--- src/rtl/branch_recovery_ctrl_if.sv ---
// Bundles rename-push, branch-resolve, flush and recovery outputs of branch_recovery_ctrl.
// slave = controller side, master = the environment that drives it.
interface branch_recovery_ctrl_if #(
  parameter int N_CHECKPTS = 8,
  parameter int ROB_TAG_W  = 6,
  parameter int XLEN       = 32
);
  localparam int DW = $clog2(N_CHECKPTS) + 1;

  logic                 ren_accept_i;
  logic                 ren_is_branch_i;
  logic [ROB_TAG_W-1:0] ren_rob_tag_i;
  logic                 br_valid_i;
  logic                 br_ready_o;
  logic [ROB_TAG_W-1:0] br_tag_i;
  logic                 br_mispredict_i;
  logic [XLEN-1:0]      br_target_i;
  logic                 flush_i;
  logic                 recover_o;
  logic                 redirect_valid_o;
  logic [XLEN-1:0]      redirect_pc_o;
  logic                 full_flush_o;
  logic                 stall_o;
  logic [DW-1:0]        depth_o;

  modport slave (
    input  ren_accept_i, ren_is_branch_i, ren_rob_tag_i,
    input  br_valid_i, br_tag_i, br_mispredict_i, br_target_i, flush_i,
    output br_ready_o, recover_o, redirect_valid_o, redirect_pc_o,
    output full_flush_o, stall_o, depth_o
  );

  modport master (
    output ren_accept_i, ren_is_branch_i, ren_rob_tag_i,
    output br_valid_i, br_tag_i, br_mispredict_i, br_target_i, flush_i,
    input  br_ready_o, recover_o, redirect_valid_o, redirect_pc_o,
    input  full_flush_o, stall_o, depth_o
  );
endinterface

--- src/rtl/branch_recovery_ctrl.sv ---
// Mirrors rename's checkpoint stack by ROB tag; on mispredict emits one recover pulse per
// checkpoint to unwind (first pulse one cycle after resolve), then a single fetch redirect.
module branch_recovery_ctrl #(
  parameter int N_CHECKPTS = 8,
  parameter int ROB_TAG_W  = 6,
  parameter int XLEN       = 32
) (
  input  logic                    clk,
  input  logic                    rst,
  branch_recovery_ctrl_if.slave   bus
);
  localparam int DW = $clog2(N_CHECKPTS) + 1;

  typedef enum logic [1:0] {IDLE, RECOVER, REDIRECT} state_e;

  state_e               state_q, state_d;
  logic [DW-1:0]        depth_q, depth_d;
  logic [DW-1:0]        count_q, count_d;
  logic [ROB_TAG_W-1:0] tag_q [N_CHECKPTS];
  logic [ROB_TAG_W-1:0] tag_d [N_CHECKPTS];
  logic [XLEN-1:0]      target_q, target_d;
  logic [XLEN-1:0]      redirect_pc_q, redirect_pc_d;
  logic                 full_flush_q, full_flush_d;

  logic                 full;
  logic                 push;
  logic                 fire;
  logic                 hit;
  logic [DW-1:0]        hit_idx;
  logic [DW-1:0]        depth_next;

  assign full       = (depth_q == DW'(N_CHECKPTS));
  assign push       = bus.ren_accept_i & bus.ren_is_branch_i & ~full &
                      (state_q == IDLE) & ~bus.flush_i;
  assign fire       = bus.br_valid_i & (state_q == IDLE);
  assign depth_next = push ? depth_q + DW'(1) : depth_q;

  // Scan downward so the last assignment leaves the oldest (lowest) matching entry.
  always_comb begin
    hit     = 1'b0;
    hit_idx = '0;
    for (int i = N_CHECKPTS - 1; i >= 0; i--) begin
      if ((DW'(i) < depth_q) && (tag_q[i] == bus.br_tag_i)) begin
        hit     = 1'b1;
        hit_idx = DW'(i);
      end
    end
  end

  always_comb begin
    state_d       = state_q;
    depth_d       = depth_q;
    count_d       = count_q;
    target_d      = target_q;
    redirect_pc_d = redirect_pc_q;
    full_flush_d  = 1'b0;
    for (int i = 0; i < N_CHECKPTS; i++) begin
      tag_d[i] = tag_q[i];
      if (push && (DW'(i) == depth_q)) tag_d[i] = bus.ren_rob_tag_i;
    end

    case (state_q)
      IDLE: begin
        depth_d = depth_next;
        if (fire && bus.br_mispredict_i) begin
          target_d = bus.br_target_i;
          if (hit) begin
            // A same-cycle push sits above the hit entry and must be unwound too.
            count_d = depth_next - hit_idx;
            state_d = RECOVER;
          end else begin
            depth_d       = '0;
            full_flush_d  = 1'b1;
            redirect_pc_d = bus.br_target_i;
            state_d       = REDIRECT;
          end
        end
      end
      RECOVER: begin
        depth_d = depth_q - DW'(1);
        count_d = count_q - DW'(1);
        if (count_q == DW'(1)) begin
          redirect_pc_d = target_q;
          state_d       = REDIRECT;
        end
      end
      REDIRECT: state_d = IDLE;
      default:  state_d = IDLE;
    endcase

    if (bus.flush_i) begin
      state_d       = IDLE;
      depth_d       = '0;
      count_d       = '0;
      full_flush_d  = 1'b0;
      redirect_pc_d = redirect_pc_q;
    end
  end

  always_ff @(posedge clk) begin
    if (rst) begin
      state_q       <= IDLE;
      depth_q       <= '0;
      count_q       <= '0;
      target_q      <= '0;
      redirect_pc_q <= '0;
      full_flush_q  <= 1'b0;
      for (int i = 0; i < N_CHECKPTS; i++) tag_q[i] <= '0;
    end else begin
      state_q       <= state_d;
      depth_q       <= depth_d;
      count_q       <= count_d;
      target_q      <= target_d;
      redirect_pc_q <= redirect_pc_d;
      full_flush_q  <= full_flush_d;
      for (int i = 0; i < N_CHECKPTS; i++) tag_q[i] <= tag_d[i];
    end
  end

  assign bus.br_ready_o       = (state_q == IDLE);
  assign bus.recover_o        = (state_q == RECOVER);
  assign bus.redirect_valid_o = (state_q == REDIRECT);
  assign bus.redirect_pc_o    = redirect_pc_q;
  assign bus.full_flush_o     = full_flush_q;
  assign bus.stall_o          = (state_q != IDLE) | full;
  assign bus.depth_o          = depth_q;
endmodule

--- src/flat_wrapper.sv ---
// flat-port wrapper written by rule: the top's interface ports become plain ports
module branch_recovery_ctrl_flat 
#(
  parameter int N_CHECKPTS = 8,
  parameter int ROB_TAG_W  = 6,
  parameter int XLEN       = 32
)
  (clk, rst, bus_ren_accept_i, bus_ren_is_branch_i, bus_ren_rob_tag_i, bus_br_valid_i, bus_br_tag_i, bus_br_mispredict_i, bus_br_target_i, bus_flush_i, bus_br_ready_o, bus_recover_o, bus_redirect_valid_o, bus_redirect_pc_o, bus_full_flush_o, bus_stall_o, bus_depth_o);
  branch_recovery_ctrl_if #(.N_CHECKPTS(N_CHECKPTS), .ROB_TAG_W(ROB_TAG_W), .XLEN(XLEN)) bus_i ();
  input  logic clk;
  input  logic rst;
  input wire logic [$bits(bus_i.ren_accept_i)-1:0] bus_ren_accept_i;
  input wire logic [$bits(bus_i.ren_is_branch_i)-1:0] bus_ren_is_branch_i;
  input wire logic [$bits(bus_i.ren_rob_tag_i)-1:0] bus_ren_rob_tag_i;
  input wire logic [$bits(bus_i.br_valid_i)-1:0] bus_br_valid_i;
  input wire logic [$bits(bus_i.br_tag_i)-1:0] bus_br_tag_i;
  input wire logic [$bits(bus_i.br_mispredict_i)-1:0] bus_br_mispredict_i;
  input wire logic [$bits(bus_i.br_target_i)-1:0] bus_br_target_i;
  input wire logic [$bits(bus_i.flush_i)-1:0] bus_flush_i;
  output wire logic [$bits(bus_i.br_ready_o)-1:0] bus_br_ready_o;
  output wire logic [$bits(bus_i.recover_o)-1:0] bus_recover_o;
  output wire logic [$bits(bus_i.redirect_valid_o)-1:0] bus_redirect_valid_o;
  output wire logic [$bits(bus_i.redirect_pc_o)-1:0] bus_redirect_pc_o;
  output wire logic [$bits(bus_i.full_flush_o)-1:0] bus_full_flush_o;
  output wire logic [$bits(bus_i.stall_o)-1:0] bus_stall_o;
  output wire logic [$bits(bus_i.depth_o)-1:0] bus_depth_o;
  assign bus_i.ren_accept_i = bus_ren_accept_i;
  assign bus_i.ren_is_branch_i = bus_ren_is_branch_i;
  assign bus_i.ren_rob_tag_i = bus_ren_rob_tag_i;
  assign bus_i.br_valid_i = bus_br_valid_i;
  assign bus_i.br_tag_i = bus_br_tag_i;
  assign bus_i.br_mispredict_i = bus_br_mispredict_i;
  assign bus_i.br_target_i = bus_br_target_i;
  assign bus_i.flush_i = bus_flush_i;
  assign bus_br_ready_o = bus_i.br_ready_o;
  assign bus_recover_o = bus_i.recover_o;
  assign bus_redirect_valid_o = bus_i.redirect_valid_o;
  assign bus_redirect_pc_o = bus_i.redirect_pc_o;
  assign bus_full_flush_o = bus_i.full_flush_o;
  assign bus_stall_o = bus_i.stall_o;
  assign bus_depth_o = bus_i.depth_o;
  branch_recovery_ctrl #(.N_CHECKPTS(N_CHECKPTS), .ROB_TAG_W(ROB_TAG_W), .XLEN(XLEN)) u_core (.clk(clk), .rst(rst), .bus(bus_i));
endmodule
--- config.mk ---
export PLATFORM = sky130hd
export DESIGN_NAME = branch_recovery_ctrl_flat
export DESIGN_NICKNAME = d
export VERILOG_FILES = /design/src/rtl/branch_recovery_ctrl_if.sv /design/src/rtl/branch_recovery_ctrl.sv /design/src/flat_wrapper.sv
export SDC_FILE = /design/constraint.sdc
export NUM_CORES = 1
export LEC_CHECK = 0
export BUFFER_PORTS_ARGS = -buffer_cell sky130_fd_sc_hd__buf_2
export CAP_MARGIN = 20
export CORE_MARGIN = 2
export CORE_UTILIZATION = 55
export DETAILED_ROUTE_END_ITERATION = 16
export PLACE_DENSITY = 0.81
export SLEW_MARGIN = 20
export SYNTH_ARGS = -nofsm -noshare
export SYNTH_HDL_FRONTEND = slang
export SYNTH_SLANG_ARGS = --single-unit
--- constraint.sdc ---
create_clock -name clk -period 4.6 [get_ports clk]
set_input_delay 0 -clock clk [delete_from_list [all_inputs] [get_ports clk]]
set_output_delay 0 -clock clk [all_outputs]
set_load 0.02 [all_outputs]
==> results of run 1 <==
## timing repair
action / CTS / global route
hold endpoints to repair: 122 / 0
hold buffers: 44 / 0
setup buffers: 0 / 0
## critical path: cells and delay by family (launching register included)
family | cells | cell delay (ps)
fa+ha+maj | 1 | 410
simple gates | 2 | 780
flops | 1 | 380
compound gates | 4 | 990
buf+inv | 3 | 900
## where the power goes
group | switching, mW | internal, mW | total, mW
logic | 0.156 | 0.104 | 0.260
registers | 0.0197 | 1.10 | 1.12
clock network | 0.538 | 0.795 | 1.33
total | 0.714 | 2.00 | 2.71
## cell families (layout without fill, tap and decap cells)
kind of cell	Yosys count	after routing
AO/OA/AOI/OAI	169	169
XOR/XNOR	55	55
adder cells (fa/ha/maj)	11	11
buffers and inverters	77	184
flip-flops	123	123
multiplexers	46	46
AND/OR/NAND/NOR	226	226
## cells in the final DEF (no fill, tap or decap), types with 4 or more instances in the layout
| cell type | netlist | routed |
|---|---|---|
| xnor2_1 | 31 | 31 |
| clkbuf_16 | 0 | 16 |
| and4_1 | 4 | 4 |
| and3_1 | 5 | 5 |
| buf_4 | 5 | 7 |
| mux2i_1 | 45 | 45 |
| nor3_1 | 6 | 6 |
| a311oi_2 | 18 | 18 |
| nand4_1 | 7 | 7 |
| dlygate4sd3_1 | 0 | 44 |
| a311oi_1 | 14 | 14 |
| buf_2 | 8 | 90 |
| ha_1 | 10 | 10 |
| a21oi_1 | 115 | 115 |
| nand2_1 | 139 | 139 |
| nand3_1 | 15 | 15 |
| inv_1 | 10 | 10 |
| clkinvlp_4 | 0 | 5 |
| dfxtp_1 | 123 | 123 |
| xor2_1 | 24 | 24 |
| nor4_1 | 8 | 8 |
| nor2_1 | 26 | 25 |
## state kept, by name, indices dropped and copies added, names as in the netlist
signal	flops
u_core.bus.redirect_pc_o	32
u_core.bus.depth_o	4
u_core.state_q	2
u_core.tag_q	48
u_core.bus.full_flush_o	1
u_core.target_q	32
u_core.count_q	4
## stage by stage
stage	instance area [um2]	setup WS, ps
floorplan	6040	1330
global placement	6430	1330
detailed placement	6430	1140
CTS	7460	1100
global route	7460	734
finish	7460	968
## layer usage
metal | global-route usage (%) | up-vias | share of wire, %
li1 | - | 2659 | -
met1 | 31.9 | 2691 | 40
met2 | 51.5 | 224 | 50
met3 | 7.95 | 53 | 6.2
met4 | 14.9 | 0 | 3.1
met5 | 0 | - | 0
## cell type report
cell class / count / area share (%)
well taps: 140 / 2.35
clock buffers: 18 / 5.73
repair buffers: 141 / 12.6
flip-flops and latches: 123 / 33.0
multi-input cells: 507 / 43.6
clock inverters: 14 / 2.16
inverters: 11 / 0.553
## final timing paths
kind	end	slack [ps]	cells after the start
setup / recovery	u_core.bus.redirect_pc_o[29]	970	10
hold / removal	u_core.tag_q[0][47]	60	5
setup reg to reg	u_core.bus.redirect_pc_o[29]	970	10
hold reg to reg	u_core.target_q[17]	460	2
==> results by group, run 1 <==
Floorplan
  – I/O pins: 92
  – Die Wd: 109 um
  – Row count: 38
  – Die ar.: 0.0118 mm2
  – Starting density of the core: 56.0%
  – Die Ht: 109 um
  – Core area: 0.0108 mm2

Worst setup path
  – CP arrival: 4050 ps
  – Worst Path Required: 5020 ps
  – Kind of critical path: reg2reg
  – Startpoint Class: flop
  – Reg-to-Reg Start: u_core.bus.depth_o[1]
  – Worst path slowest cell: or4_1
  – Critical Path, Cell by Cell: inv_1 -> ha_1 -> inv_1 -> a21oi_1 -> nor4_1 -> or4_1 -> o21ai_4 -> buf_4 -> a21oi_1 -> a311oi_1
  – CP max FO: 64
  – Worst Setup SP: u_core.bus.depth_o[1]
  – Largest stage delay, worst path: 680 ps
  – Crit. End Element: flop

Finish
  – Ratio of cells with drive above 1 in the final layout: 19.5%
  – Multi-input gate area: 0.00325 mm2
  – Final nets: 863
  – Fin util: 69.1%
  – Area grow syn2layout: 23.5%
  – Register area: 0.00246 mm2
  – Antenna diode count: 0
  – FILL cells: 776
  – Fin cells: 954

Power and ir drop
  – Power, Total: 2.71 mW
  – Pleak: 3.09 nW
  – Pwr dens: 363 mW/mm2
  – Peak supply drop: 269 uV

Outcome
  – Run status: finished clean

STA
  – Setup TNS: 0 ps
  – Final hold slack: 64.5 ps
  – Final min period: 3630 ps
  – Worst-case clock skew: 8.42 ps
  – Worst-Margin Slew: 1060 ps
  – Final Hold Fails: 0
  – Final setup fails: 0
  – Max transition margin: 28.8%
  – Fmax: 275 MHz
  – Unrepaired setup endpoints after global routing: no
  – Slew Viols, Final: 0
  – Fin crit share: 78.9%

Clocking
  – CTS tree: yes
  – H-tree depth: 4
  – Maximum clock path buffer count: 2
  – Clk_lat worst skew: 540 ps
  – Post-CTS sizing: 0
  – Sink Count: 123
  – Clk slew on worst S/H paths: 60 ps
  – Total CTS buffers: 17
  – Clock root buffer: clkbuf_8

Hold path
  – Hold path startpoint: bus_ren_accept_i
  – Hold crit path type: in2reg

Global routing
  – Initial antenna violation count: 0
  – Vias in the first global route: 5520
  – Gr ovfl total: 0
  – First-pass GRT wire length: 26.5 mm
  – GRT Overall Usage: 29.1%
  – Largest net degree at the start of global routing: 91

Drt
  – Drt pass-1 iters: 5
  – DR vias/cell: 5.90
  – Initial DRC Count: 425
  – Total Wirelength: 16.8 mm
  – Via count: 5627
  – Final ANT Viol Nets: 0
  – Residual DRC count: 0
  – WL per Instance: 17.6 um

Synthesis
  – Post-synth ARST share: 0%
  – Mapped Avg Cell Area: 8.55 um2
  – Post-synth EDFFs: 0
  – Synth top area share: 40.7%
  – Mapped Area: 0.00604 mm2
  – Sequential area share after synthesis: 40.7%
  – Syn Inst Count: 707
  – Predominant post-synthesis flop cell: dfxtp_1
  – Post-synthesis compound-gate area fraction: 18.9%
  – Most common cell in the netlist: nand2_1
  – YS warnings: 0
  – Adder-Cell Fraction of Synth Area: 2.40%
  – Area leader, netlist: dfxtp_1
  – Xor/xnor share of the synthesized area: 7.97%
  – Commonest cells post-synth: 139 x nand2_1, 123 x dfxtp_1, 115 x a21oi_1
  – #FFs+latches synth: 123
  – Syn_nets: 769
  – Largest family of logic cells by synthesized area: compound AO/OA/AOI/OAI gates
  – Simple-gate share of the synthesized area: 16.7%
  – Synth area leaders: dfxtp_1 41%, a21oi_1 9.5%, nand2_1 8.6%, mux2i_1 7.5%, xnor2_1 4.5%
  – Netlist cell types: 53
  – Mux contribution to synthesized area: 7.64%

Placement
  – Number of instances in the placed design: 878
  – Routability congestion estimate: 0.881
  – Post-DP HPWL: 10.0 mm
  – IO buf count: 91

Job
  – # Max-Cap Violations: 0
Note: power is estimated with default switching activity, not from simulation.
==> run 2, diff against run 1 <==
==> constraint.sdc (replaced) <==
create_clock -name clk -period 3.6 [get_ports clk]
set_input_delay 0 -clock clk [delete_from_list [all_inputs] [get_ports clk]]
set_output_delay 0 -clock clk [all_outputs]
set_load 0.02 [all_outputs]
==> run 2 against run 1 <==
Cell count fell by 0.10%. Global-route usage decreased by 0.76 points. Count of clock-buffer cells in the layout is 2 higher. Critical endpoint is now u_core.count_q[3]. Largest power group unchanged. Highest routed layer unchanged.
==> results by group, run 2 (same netlist as run 1, synthesis figures left out) <==
Finish
  – Largest register by flop count: u_core.tag_q
  – FILL cells: 809 (+4.3%)
  – Ratio of cells with drive above 1 in the final layout: 19.8% (+0.27 points)
  – Area grow syn2layout: 24.1%
  – Register area: 0.00246 mm2 (unchanged)
  – Antenna diode count: 0 (unchanged)
  – Multi-input gate area: 0.00326 mm2 (+0.23%)
  – Commonest non-fill, non-tap cells in the layout: 139 x nand2_1, 123 x dfxtp_1, 115 x a21oi_1
  – Max FFs per register: 48 (unchanged)
  – Final nets: 862 (-0.12%)
  – Commonest non-fill, non-tap cell in the layout: nand2_1

STA
  – Worst-case clock skew: 12.6 ps (+4.18 ps)
  – Final Hold Fails: 0 (unchanged)
  – Fin crit share: 93.1% (+14 points)
  – Final setup fails: 0 (unchanged)
  – Fmax: 298 MHz (+8.3%)
  – Unrepaired setup endpoints after global routing: no
  – Worst-Margin Slew: 838 ps (-221 ps)
  – Final min period: 3350 ps (-279 ps)
  – Slew Viols, Final: 0 (unchanged)
  – Final hold slack: 70.9 ps (+6.39 ps)
  – Setup TNS: 0 ps (unchanged)
  – Max transition margin: 44.2% (+15 points)

Worst setup path
  – R2R depth: 14 (+4)
  – Worst Path Required: 4060 ps (-960 ps)
  – CP max FO: 11 (-83%)
  – Crit. End Element: flop
  – CP arrival: 3810 ps (-240 ps)
  – Kind of critical path: reg2reg
  – Startpoint Class: flop

Floorplan
  – Die ar.: 0.0118 mm2 (unchanged)
  – Die Wd: 109 um (unchanged)
  – I/O pins: 92 (unchanged)
  – Starting density of the core: 56.0% (unchanged)
  – Core area: 0.0108 mm2 (unchanged)
  – Die Ht: 109 um (unchanged)
  – Row count: 38 (unchanged)

Clocking
  – Sink Count: 123 (unchanged)
  – Maximum clock path buffer count: 2 (unchanged)
  – Clock root buffer: clkbuf_8
  – Clk slew on worst S/H paths: 60 ps (about the same)
  – CTS tree: yes
  – Total CTS buffers: 17 (unchanged)
  – H-tree depth: 4 (unchanged)
  – Clk_lat worst skew: 530 ps (about the same)

Placement
  – Routability congestion estimate: 0.929 (+5.4%)
  – IO buf count: 91 (unchanged)
  – Post-DP HPWL: 10.1 mm (+0.90%)

Hold path
  – Hold Crit Depth: 2 (-3)
  – Hold crit path type: in2reg

Drt
  – Via count: 5600 (-0.48%)
  – WL per Instance: 17.3 um (-1.8%)
  – Drt pass-1 iters: 5 (unchanged)
  – Total Wirelength: 16.5 mm (-1.9%)
  – Residual DRC count: 0 (unchanged)
  – Initial DRC Count: 395 (-7.1%)
  – DR vias/cell: 5.88 (-0.38%)
  – Final ANT Viol Nets: 0 (unchanged)

Global routing
  – Met3 usage: 8.13% (+0.18 points)
  – GR Util met1: 33.6% (+1.7 points)
  – Gr busiest metal: met2
  – Vias in the first global route: 5479 (-0.74%)
  – First-pass GRT wire length: 26.3 mm (-0.70%)
  – Gr ovfl total: 0 (unchanged)
  – Largest net degree at the start of global routing: 73 (-20%)
  – GRT met2 Usage: 47.4% (-4.1 points)
  – GRT Overall Usage: 28.4% (-0.76 points)
  – Initial antenna violation count: 0 (unchanged)

Power and ir drop
  – Pwr dens: 467 mW/mm2 (+29%)
  – Pleak: 3.11 nW (+0.57%)
  – Peak supply drop: 451 uV (+67%)

Job
  – # Max-Cap Violations: 0 (unchanged)

Outcome
  – Run status: finished clean
## run 2: cell type report
class | count | share of cell area [%]
multi-input combinational | 507 | 43.5
sequential | 123 | 32.8
timing repair buffer | 140 | 12.7
clock buffer | 20 | 5.94
tap | 140 | 2.34
clock inverter | 12 | 2.17
inverter | 11 | 0.551
## run 2: routing by layer
layer  part of all wire (%)  vias to the layer above
li1                       -                     2639
met1                     40                     2666
met2                     50                      251
met3                    7.3                       44
met4                    2.9                        0
met5                      0                        -
## run 2: worst paths after layout
kind / startpoint / end / slack [ps]
min reg2reg: u_core.target_q[26] / u_core.target_q[26] / 450
max reg2reg: u_core.bus.depth_o[0] / u_core.count_q[3] / 250
max: u_core.bus.depth_o[0] / u_core.count_q[3] / 250
min: rst / u_core.target_q[0] / 70
## run 2: power breakdown
| group | internal (mW) | switching [mW] |
|---|---|---|
| Combinational | 0.134 | 0.197 |
| Sequential | 1.40 | 0.0244 |
| Clock | 1.10 | 0.646 |
| Total | 2.63 | 0.867 |
## run 2: worst max-delay path, stage by stage, from the launching register on
cell	delay (ps)
dfxtp_1	580
inv_1	160
ha_1	360
inv_1	140
o31ai_1	110
nor3_2	470
nand2_1	130
xor2_1	240
inv_1	80
ha_1	320
a21oi_1	160
xnor2_1	130
a21oi_1	80
a21o_1	190
a21oi_1	130
## run 2: repair_timing
| action | in CTS | in global routing |
|---|---|---|
| setup endpoints to repair | 0 | 1 |
| resized for setup | 0 | 3 |
| setup buffers | 0 | 0 |
| hold buffers | 41 | 0 |
| hold endpoints to repair | 120 | 0 |
## run 2: through the flow
stage	utilization [%]	setup slack, ps	cells	power [mW]	area (um2)
final	69.5	248	953	3.50	7500
after global routing	69.5	12.1	953	3.60	7500
after CTS	69.4	263	953	3.51	7490
after detailed placement	60.0	324	880	1.74	6470
after global placement	60.0	428	880	1.73	6470
after floorplan	-	334	707	1.64	6040
==> run 3, diff against run 2 <==
--- a/config.mk
+++ b/config.mk
@@ -7,10 +7,12 @@
 export LEC_CHECK = 0
 export BUFFER_PORTS_ARGS = -buffer_cell sky130_fd_sc_hd__buf_2
 export CAP_MARGIN = 20
+export CELL_PAD_IN_SITES_DETAIL_PLACEMENT = 1
+export CELL_PAD_IN_SITES_GLOBAL_PLACEMENT = 1
 export CORE_MARGIN = 2
-export CORE_UTILIZATION = 55
+export CORE_UTILIZATION = 43
 export DETAILED_ROUTE_END_ITERATION = 16
-export PLACE_DENSITY = 0.81
+export PLACE_DENSITY = 0.91
 export SLEW_MARGIN = 20
 export SYNTH_ARGS = -nofsm -noshare
 export SYNTH_HDL_FRONTEND = slang
==> run 3 against run 2 <==
Global-route usage increased by 0.28 points. Sequential power about the same. Fmax decreased by 2.5%. Flip-flop and latch count unchanged. Clock power decreased by 4%. Critical endpoint unchanged. Largest power group unchanged.
==> results by group, run 3 (same netlist as run 1, synthesis figures left out) <==
Finish
  – Final nets: 863 (+0.12%)
  – Ratio of cells with drive above 1 in the final layout: 20.4% (+0.59 points)
  – Largest register by flop count: u_core.tag_q
  – Commonest non-fill, non-tap cell in the layout: nand2_1
  – Commonest non-fill, non-tap cells in the layout: 139 x nand2_1, 123 x dfxtp_1, 115 x a21oi_1
  – Max FFs per register: 48 (unchanged)
  – Area grow syn2layout: 24.2%
  – FILL cells: 1595 (+97%)

STA
  – Final Hold Fails: 0 (unchanged)
  – Unrepaired setup endpoints after global routing: no
  – Final setup fails: 0 (unchanged)
  – Fin crit share: 95.5% (+2.4 points)
  – Slew Viols, Final: 0 (unchanged)
  – Max transition margin: 33.2% (-11 points)
  – Worst-case clock skew: 15.5 ps (+2.95 ps)
  – Setup TNS: 0 ps (unchanged)
  – Worst-Margin Slew: 1000 ps (+164 ps)
  – Final min period: 3440 ps (+86.1 ps)
  – Fmax: 291 MHz (-2.5%)

Clocking
  – CTS tree: yes
  – Maximum clock path buffer count: 2 (unchanged)
  – Total CTS buffers: 17 (unchanged)
  – Clk slew on worst S/H paths: 70 ps (about the same)
  – H-tree depth: 4 (unchanged)
  – Sink Count: 123 (unchanged)
  – Clk_lat worst skew: 440 ps (-90 ps)
  – Clock root buffer: clkbuf_16

Floorplan
  – Starting density of the core: 43.7% (-12 points)
  – Row count: 43 (+13%)
  – Die Ht: 123 um (+13%)
  – Core area: 0.0138 mm2 (+28%)
  – Die Wd: 123 um (+13%)
  – Die ar.: 0.0150 mm2 (+27%)
  – I/O pins: 92 (unchanged)

Global routing
  – Initial antenna violation count: 1 (+1)
  – GRT Overall Usage: 28.6% (+0.28 points)
  – Vias in the first global route: 6211 (+13%)
  – Largest net degree at the start of global routing: 84 (+15%)
  – First-pass GRT wire length: 32.7 mm (+25%)
  – Gr ovfl total: 0 (unchanged)

Worst setup path
  – Kind of critical path: reg2reg
  – CP max FO: 9 (-2)
  – Crit. End Element: flop
  – Worst Path Required: 3950 ps (-110 ps)
  – CP arrival: 3790 ps (-20 ps)
  – Startpoint Class: flop

Outcome
  – Run status: finished clean

Power and ir drop
  – Pwr dens: 459 mW/mm2 (-1.6%)
  – Peak supply drop: 311 uV (-31%)
  – Power, Total: 3.45 mW (-1.5%)
  – Pleak: 3.09 nW (-0.37%)

Drt
  – Initial DRC Count: 334 (-15%)
  – DR vias/cell: 5.84 (-0.65%)
  – Residual DRC count: 0 (unchanged)
  – Via count: 5809 (+3.7%)
  – WL per Instance: 21.6 um (+25%)
  – Total Wirelength: 21.5 mm (+30%)
  – Drt pass-1 iters: 5 (unchanged)
  – Final ANT Viol Nets: 0 (unchanged)

Placement
  – IO buf count: 91 (unchanged)
  – Post-DP HPWL: 11.6 mm (+15%)
  – Routability congestion estimate: 0.878 (-5.4%)

Hold path
  – Hold crit path type: in2reg

Job
  – # Max-Cap Violations: 0 (unchanged)
==> run 3: cell count changes in the layout (fill, tap and decap cells not counted), sizes merged <==
| cell | previous run | this run |
|---|---|---|
| clkinv | 5 | 6 |
| buf | 99 | 102 |
| clkbuf | 20 | 18 |
| inv | 13 | 17 |
| dlygate4sd3 | 41 | 39 |
| diode | 0 | 1 |
| clkinvlp | 2 | 1 |
| bufinv | 3 | 1 |
==> run 3: timing repair <==
action | CTS | global route
hold buffers | 39 | 0
setup buffers | 0 | 0
setup endpoints to repair | 0 | 1
hold endpoints to repair | 96 | 0
gates resized for setup | 0 | 4
==> run 3: final cells by class <==
class | instances | area, um2 | area share [%]
multi-input combinational | 507 | 3270 | 43.6
sequential | 123 | 2460 | 32.8
timing repair buffer | 141 | 943 | 12.6
clock buffer | 18 | 429 | 5.72
tap | 180 | 225 | 3.00
clock inverter | 14 | 134 | 1.78
inverter | 11 | 41.3 | 0.550
antenna | 1 | 2.50 | 0.0333
==> run 3: metal layers <==
layer	vias up	wire (um)	GRT usage [%]
met3	81	1220	7.57
li1	2658	-	-
met2	217	11000	49.8
met1	2853	8320	31.3
met4	0	1010	16.7
met5	-	0	0
==> run 3: power by group <==
part / internal [mW] / switching (mW) / leakage (nW)
logic: 0.132 / 0.219 / 1.82
clock network: 0.962 / 0.708 / 0.278
registers: 1.40 / 0.0258 / 0.999
total: 2.50 / 0.952 / 3.09
==> run 3: metrics by stage <==
stage | instances | utilization, % | setup slack, ps | instance area, um2 | hold slack (ps)
2_1_floorplan | 707 | - | 334 | 6040 | 136
3_3_place_gp | 923 | 47.3 | 525 | 6540 | 253
3_5_place_dp | 923 | 47.3 | 378 | 6540 | 262
4_1_cts | 994 | 54.2 | 234 | 7490 | 199
5_1_grt | 995 | 54.3 | 2.59 | 7510 | 253
6_report | 995 | 54.3 | 162 | 7510 | 216
==> run 3: critical path: stages, from the launching register on <==
cell,delay [ps]
dfxtp_1,360
buf_4,180
inv_1,120
ha_1,270
inv_1,90
o31ai_1,440
nor3_2,200
o21ai_0,400
ha_1,310
a21o_1,170
a21oi_1,180
xnor2_1,140
a21oi_1,100
a21o_1,190
a21oi_1,190
==> run 3: path summary, 6_finish.rpt <==
| path | start | endpoint | slack (ps) | cells after the start |
|---|---|---|---|---|
| worst min-delay path | bus_br_valid_i | u_core.target_q[29] | 220 | 5 |
| worst max register to register | u_core.bus.depth_o[0] | u_core.count_q[3] | 160 | 14 |
| worst min register to register | u_core.target_q[24] | u_core.target_q[24] | 450 | 2 |
| worst max-delay path | u_core.bus.depth_o[0] | u_core.count_q[3] | 160 | 14 |
